### src/rtl/ritmo_pkg.sv
// Shared definitions for the rhythm-game sequencing blocks.
package ritmo_pkg;

    localparam int CMD_W  = 4;
    localparam int ADDR_W = 4;

    typedef enum logic [2:0] {
        ST_IDLE,
        ST_WAIT_GAP,
        ST_SPAWN,
        ST_DRAIN,
        ST_DONE
    } state_e;

endpackage

### src/rtl/slot_rr_picker.sv
// Round-robin free-slot picker: first free slot at or after rr_ptr, with wrap.
module slot_rr_picker #(
    parameter int N_SLOTS = 3
) (
    input  logic [N_SLOTS-1:0] free,
    input  logic [2:0]         rr_ptr,
    output logic [2:0]         pick,
    output logic               any_free
);

    logic [7:0] free_ext;
    logic [2:0] idx;

    always_comb begin
        free_ext = 8'(free);
        pick     = '0;
        any_free = 1'b0;
        idx      = '0;
        for (int unsigned k = 0; k < N_SLOTS; k++) begin
            idx = 3'((32'(rr_ptr) + k) % N_SLOTS);
            if (!any_free && free_ext[idx]) begin
                any_free = 1'b1;
                pick     = idx;
            end
        end
    end

endmodule

### src/rtl/pattern_scheduler.sv
// Spawns list-ROM commands into free pattern slots at a frame-based interval
// and accumulates saturating hit/miss counts until the list drains.
module pattern_scheduler
    import ritmo_pkg::*;
#(
    parameter int N_SLOTS    = 3,
    parameter int LIST_LEN   = 10,
    parameter int GAP_FRAMES = 16,
    parameter int SCORE_W    = 8
) (
    input  logic               CLOCK_25,
    input  logic               reset,
    input  logic               frame_tick,
    input  logic               enable,
    output logic [3:0]         cmd_addr,
    input  logic [3:0]         cmd_data,
    input  logic [N_SLOTS-1:0] slot_busy,
    input  logic [N_SLOTS-1:0] slot_hit,
    input  logic [N_SLOTS-1:0] slot_miss,
    output logic [N_SLOTS-1:0] spawn,
    output logic [3:0]         spawn_cmd,
    output logic [SCORE_W-1:0] score,
    output logic [7:0]         miss_count,
    output logic               game_over
);

    localparam int GAP_W = (GAP_FRAMES > 1) ? $clog2(GAP_FRAMES) : 1;
    localparam logic [GAP_W-1:0]  GAP_RELOAD = GAP_W'(GAP_FRAMES - 1);
    localparam logic [ADDR_W-1:0] LAST_ADDR  = ADDR_W'(LIST_LEN - 1);
    localparam logic [2:0]        LAST_SLOT  = 3'(N_SLOTS - 1);
    localparam logic [31:0]       SCORE_MAX  = 32'((1 << SCORE_W) - 1);
    localparam logic [31:0]       MISS_MAX   = 32'd255;

    function automatic logic [31:0] sat_add(input logic [31:0] acc,
                                            input logic [7:0]  mask,
                                            input logic [31:0] max_val);
        logic [31:0] sum;
        sum = acc;
        for (int unsigned i = 0; i < 8; i++) begin
            sum = sum + 32'(mask[i]);
        end
        return (sum > max_val) ? max_val : sum;
    endfunction

    state_e               state_q, state_d;
    logic [ADDR_W-1:0]    cmd_addr_q, cmd_addr_d;
    logic [GAP_W-1:0]     gap_q, gap_d;
    logic [2:0]           rr_q, rr_d;
    logic [2:0]           pick_q, pick_d;
    logic [CMD_W-1:0]     cmd_q, cmd_d;
    logic [N_SLOTS-1:0]   pending_q, pending_d;
    logic [SCORE_W-1:0]   score_q, score_d;
    logic [7:0]           miss_q, miss_d;

    logic [N_SLOTS-1:0]   free;
    logic [2:0]           pick;
    logic                 any_free;

    assign free = ~slot_busy & ~pending_q;

    slot_rr_picker #(.N_SLOTS(N_SLOTS)) u_picker (
        .free     (free),
        .rr_ptr   (rr_q),
        .pick     (pick),
        .any_free (any_free)
    );

    // Spawn is decoded from the registered state so it is a clean 1-cycle pulse.
    assign spawn      = (state_q == ST_SPAWN) ? (N_SLOTS'(1) << pick_q) : '0;
    assign spawn_cmd  = (state_q == ST_SPAWN) ? cmd_q : '0;
    assign cmd_addr   = cmd_addr_q;
    assign score      = score_q;
    assign miss_count = miss_q;
    assign game_over  = (state_q == ST_DONE);

    always_comb begin
        state_d    = state_q;
        cmd_addr_d = cmd_addr_q;
        gap_d      = gap_q;
        rr_d       = rr_q;
        pick_d     = pick_q;
        cmd_d      = cmd_q;
        score_d    = score_q;
        miss_d     = miss_q;
        pending_d  = (pending_q & ~slot_busy) | spawn;

        if (state_q == ST_WAIT_GAP || state_q == ST_SPAWN || state_q == ST_DRAIN) begin
            score_d = SCORE_W'(sat_add(32'(score_q), 8'(slot_hit), SCORE_MAX));
            miss_d  = 8'(sat_add(32'(miss_q), 8'(slot_miss), MISS_MAX));
        end

        case (state_q)
            ST_IDLE: begin
                if (enable) begin
                    state_d = ST_WAIT_GAP;
                    gap_d   = '0;
                end
            end
            ST_WAIT_GAP: begin
                if (enable) begin
                    if (gap_q != '0) begin
                        if (frame_tick) gap_d = gap_q - 1'b1;
                    end else if (any_free) begin
                        state_d = ST_SPAWN;
                        pick_d  = pick;
                        cmd_d   = cmd_data;
                    end
                end
            end
            ST_SPAWN: begin
                cmd_addr_d = cmd_addr_q + 1'b1;
                gap_d      = GAP_RELOAD;
                rr_d       = (pick_q == LAST_SLOT) ? 3'd0 : pick_q + 3'd1;
                state_d    = (cmd_addr_q == LAST_ADDR) ? ST_DRAIN : ST_WAIT_GAP;
            end
            ST_DRAIN: begin
                if (slot_busy == '0 && pending_q == '0) state_d = ST_DONE;
            end
            ST_DONE: begin
                state_d = ST_DONE;
            end
            default: begin
                state_d = ST_IDLE;
            end
        endcase
    end

    always_ff @(posedge CLOCK_25) begin
        if (reset) begin
            state_q    <= ST_IDLE;
            cmd_addr_q <= '0;
            gap_q      <= '0;
            rr_q       <= '0;
            pick_q     <= '0;
            cmd_q      <= '0;
            pending_q  <= '0;
            score_q    <= '0;
            miss_q     <= '0;
        end else begin
            state_q    <= state_d;
            cmd_addr_q <= cmd_addr_d;
            gap_q      <= gap_d;
            rr_q       <= rr_d;
            pick_q     <= pick_d;
            cmd_q      <= cmd_d;
            pending_q  <= pending_d;
            score_q    <= score_d;
            miss_q     <= miss_d;
        end
    end

endmodule

### config.mk
export PLATFORM = sky130hd
export DESIGN_NAME = pattern_scheduler
export DESIGN_NICKNAME = d
export VERILOG_FILES = /design/src/rtl/ritmo_pkg.sv /design/src/rtl/slot_rr_picker.sv /design/src/rtl/pattern_scheduler.sv
export SDC_FILE = /design/constraint.sdc
export NUM_CORES = 1
export LEC_CHECK = 0
export ABC_AREA = 1
export BUFFER_PORTS_ARGS = -buffer_cell sky130_fd_sc_hd__buf_2
export CAP_MARGIN = 10
export CORE_MARGIN = 10
export CORE_UTILIZATION = 54
export DETAILED_ROUTE_END_ITERATION = 16
export GPL_TIMING_DRIVEN = 0
export MAX_ROUTING_LAYER = met4
export PLACE_DENSITY = 0.78
export SLEW_MARGIN = 5
export SYNTH_ARGS = -nofsm -noshare
export SYNTH_HDL_FRONTEND = slang
export SYNTH_HIERARCHICAL = 1
export SYNTH_SLANG_ARGS = --single-unit
### constraint.sdc
create_clock -name CLOCK_25 -period 6.1 [get_ports CLOCK_25]
set_clock_uncertainty 0.05 [all_clocks]
set_input_delay 0.305 -clock CLOCK_25 [delete_from_list [all_inputs] [get_ports CLOCK_25]]
set_output_delay 0.305 -clock CLOCK_25 [all_outputs]
set_load 0.005 [all_outputs]
==> impl_metrics.env <==
export IMPL_ant_nets=0
export IMPL_area_growth_syn_to_layout_pct=13.65
export IMPL_critPathRequiredTime_ns=6.24
export IMPL_drv_slew=0
export IMPL_post_place_ws_ns=2.157
export IMPL_synth_cells=463
export IMPL_min_delay_start="cmd_data[1]"
export IMPL_drive_gt1_share_pct=17.70
export IMPL_first_pass_iters=4
export IMPL_avgSynthCellArea_um2=6.653
export IMPL_max_stage_delay_ns=0.61
export IMPL_swShare_pct=48.44
export IMPL_design_area_mm2=0.003501
export IMPL_cts_sinks=40
export IMPL_power_per_cell_area_mw_per_mm2=436.2
export IMPL_io_pins=45
export IMPL_antenna_cells=0
export IMPL_layout_cells_non_filler=586
export IMPL_slowest_stage="dfxtp_1"
export IMPL_rsz0062_at_grt="false"
export IMPL_critPathBufInv=3
export IMPL_cts_setup_buffers=0
export IMPL_cp_max_fo=11
export IMPL_p_leak_nw=1.824
export IMPL_gp_congestion=0.8991
export IMPL_antenna_found_initial=0
export IMPL_cts_tree="yes"
export IMPL_finalHoldViolations=0
export IMPL_combPwrFrac_pct=58.7
export IMPL_hold_buffers=0
export IMPL_synth_area_top_cells="dfxtp_1 (26%), nand2_1 (12%), ha_1 (9.7%)"
export IMPL_via_per_inst=5.084
export IMPL_first_iter_violations=149
export IMPL_grt_use_total_pct=16.45
export IMPL_period_needed_ns=3.952
export IMPL_timing_fmax_mhz=253.0
export IMPL_wl_per_cell_um=12.10
export IMPL_portBuffers=43
export IMPL_synth_top_cell_by_area="dfxtp_1"
export IMPL_crit_type="reg -> reg"
export IMPL_nets=558
export IMPL_ir_drop_v=0.0002255
export IMPL_synth_fp_nets=508
export IMPL_clkPwrFrac_pct=14.6
export IMPL_yosys_area_top_type_share_pct=26.00
export IMPL_wl_mm=7.091
export IMPL_grt_pass1_vias=2838
export IMPL_start_util_pct=55.94
export IMPL_fin_util_pct=63.58
export IMPL_die_y_um=95.53
export IMPL_hold_path_class="in -> reg"
export IMPL_max_clock_path_buffers=2
export IMPL_grt_pass1_wl_mm=12.23
export IMPL_synth_area_mm2=0.003080
export IMPL_numPlacedInstances=578
export IMPL_worstSkewPairLatency_ns=0.29
export IMPL_critPathLaunchType="flip-flop"
export IMPL_grt_max_degree=15
export IMPL_arrival_ns=4.09
export IMPL_drc=0
export IMPL_dp_hpwl_mm=5.611
export IMPL_intPower_uw=787.4
export IMPL_fill_cells=521
export IMPL_gr_total_overflow=0
export IMPL_p_seq_share_pct=26.7
export IMPL_die_area_mm2=0.009126
export IMPL_ctsResizeCount=0
export IMPL_yosysSeqAreaShare_pct=26.00
export IMPL_synth_cell_types=34
export IMPL_finalSetupViolations=0
export IMPL_r2r_start="rr_q[0]"
export IMPL_ys_seq_elements=40
export IMPL_period_share_pct=64.79
export IMPL_yosysWarnings=6
export IMPL_die_w_um=95.53
export IMPL_worst_slack_ns=2.148
export IMPL_clk_pin_slew_ns=0.08
export IMPL_vias=2979
export IMPL_cts_buffers=5
export IMPL_fin_tns_setup_ns=0
export IMPL_rows=27
export IMPL_critPathTopFamily="simple AND/OR/NAND/NOR gates"
export IMPL_core_mm2=0.005507
export IMPL_cap_violations=0
export IMPL_cts_root_buf="clkbuf_8"
export IMPL_power_switching_uw=739.8
export IMPL_crit_path_frequent_cell="nand2_1"
export IMPL_placed_area_mm2=0.003386
export IMPL_status="completed"
export IMPL_cts_max_level=2
export IMPL_worstSetupStartpoint="rr_q[0]"
export IMPL_end_kind="flip-flop"
==> power by group through the flow <==
stage	Sequential (mW)	Combinational, mW	Clock [mW]
after global routing	0.419	1.03	0.235
after global placement	0.408	0.860	0
after CTS	0.407	0.898	0.228
final	0.407	0.896	0.224
after floorplan	0.393	0.704	0
after detailed placement	0.411	0.891	0
==> final timing paths <==
check                  to  slack, ns  cells after the start
max reg2reg    state_q[0]       2.15                     25
min reg2reg  pending_q[2]       0.43                      2
min              cmd_q[1]       0.19                      3
max            state_q[0]       2.15                     25
==> cells by family after synthesis <==
family	synth area share [%]
and+or+nand+nor	36.47
other	0.1217
DFF	26.00
xor gates and xnor gates	2.803
adders and majority gates	12.35
AOI/OAI and AO/OA	10.15
buffers and inverters	12.10
==> worst reg2reg max path, cell delays in order (launching register included) <==
cell,delay [ns]
dfxtp_1,0.61
ha_1,0.27
nand2_1,0.09
nand2_1,0.16
inv_1,0.06
ha_1,0.29
nand3_1,0.08
nand2_1,0.15
nand3_4,0.10
nor2_4,0.14
xnor2_2,0.09
ha_1,0.20
inv_1,0.16
nand3_4,0.11
nand2_2,0.08
nand3_1,0.09
a21oi_2,0.18
nand2_1,0.12
nand3b_1,0.12
nand2_1,0.06
inv_1,0.07
nand3_2,0.17
nand2_1,0.14
nand3_1,0.13
nor2_1,0.11
nor2_1,0.05
==> layout make-up <==
| type | instances | area (um2) | area share, % |
|---|---|---|---|
| Clock buffer | 5 | 68.82 | 1.966 |
| Multi-Input combinational cell | 330 | 1907 | 54.47 |
| Inverter | 83 | 311.5 | 8.899 |
| Buffer | 10 | 61.31 | 1.751 |
| Tap cell | 72 | 90.09 | 2.573 |
| Sequential cell | 40 | 800.8 | 22.87 |
| Clock inverter | 3 | 46.29 | 1.322 |
| Timing Repair Buffer | 43 | 215.2 | 6.147 |
==> cells in the mapped netlist, drive strengths merged <==
master and count:
buf 8, nand4 15, a31oi 3, clkbuf 2
inv 83, nand3b 5, dfxtp 40, nand2 107
ha 24, a21oi 17, nor2 53, xnor2 2
o21bai 3, or2 1, nand3 45, o211ai 3
conb 1, o21ai 31, xor2 7, nor3 9
fa 4
==> sequential cells by signal (all words and copies together), names as in the netlist, 4 cells and up <==
signal,flops
miss_count,8
score,8
cmd_addr,4
cmd_q,4
gap_q,4
==> metrics by stage <==
stage | total power, mW | hold WS [ns]
3_5_place_dp | 1.302 | 0.4127
6_report | 1.527 | 0.1888
2_1_floorplan | 1.097 | 0.3932
5_1_grt | 1.688 | 0.2043
4_1_cts | 1.533 | 0.1837
3_3_place_gp | 1.268 | 0.4005
==> layer usage <==
metal / wire (um) / vias up / global-route usage, %
met5: 0 / - / -
met4: 52 / 0 / 4.300
met3: 387 / 6 / 3.849
met2: 3466 / 60 / 27.99
met1: 3185 / 1340 / 18.95
li1: - / 1573 / -
==> cell usage in the layout (no fill, tap or decap), types with 2 or more instances in the layout <==
master | netlist | routed
nand2_1 | 97 | 97
inv_1 | 80 | 80
buf_2 | 4 | 47
nor2_1 | 46 | 46
dfxtp_1 | 40 | 40
nand3_1 | 37 | 37
o21ai_0 | 28 | 28
ha_1 | 24 | 24
a21oi_1 | 16 | 16
nand4_1 | 15 | 15
nand2_2 | 9 | 9
nor3_1 | 9 | 9
xor2_1 | 7 | 7
nand3_2 | 6 | 6
nor2_2 | 5 | 5
nand3b_1 | 5 | 5
clkbuf_8 | 0 | 5
fa_1 | 4 | 4
buf_4 | 3 | 3
inv_2 | 3 | 3
o21bai_1 | 3 | 3
a31oi_1 | 3 | 3
o21ai_1 | 3 | 3
clkbuf_1 | 2 | 2
nor2_4 | 2 | 2
o211ai_1 | 2 | 2
nand3_4 | 2 | 2
(Power assumes the default switching activity.)
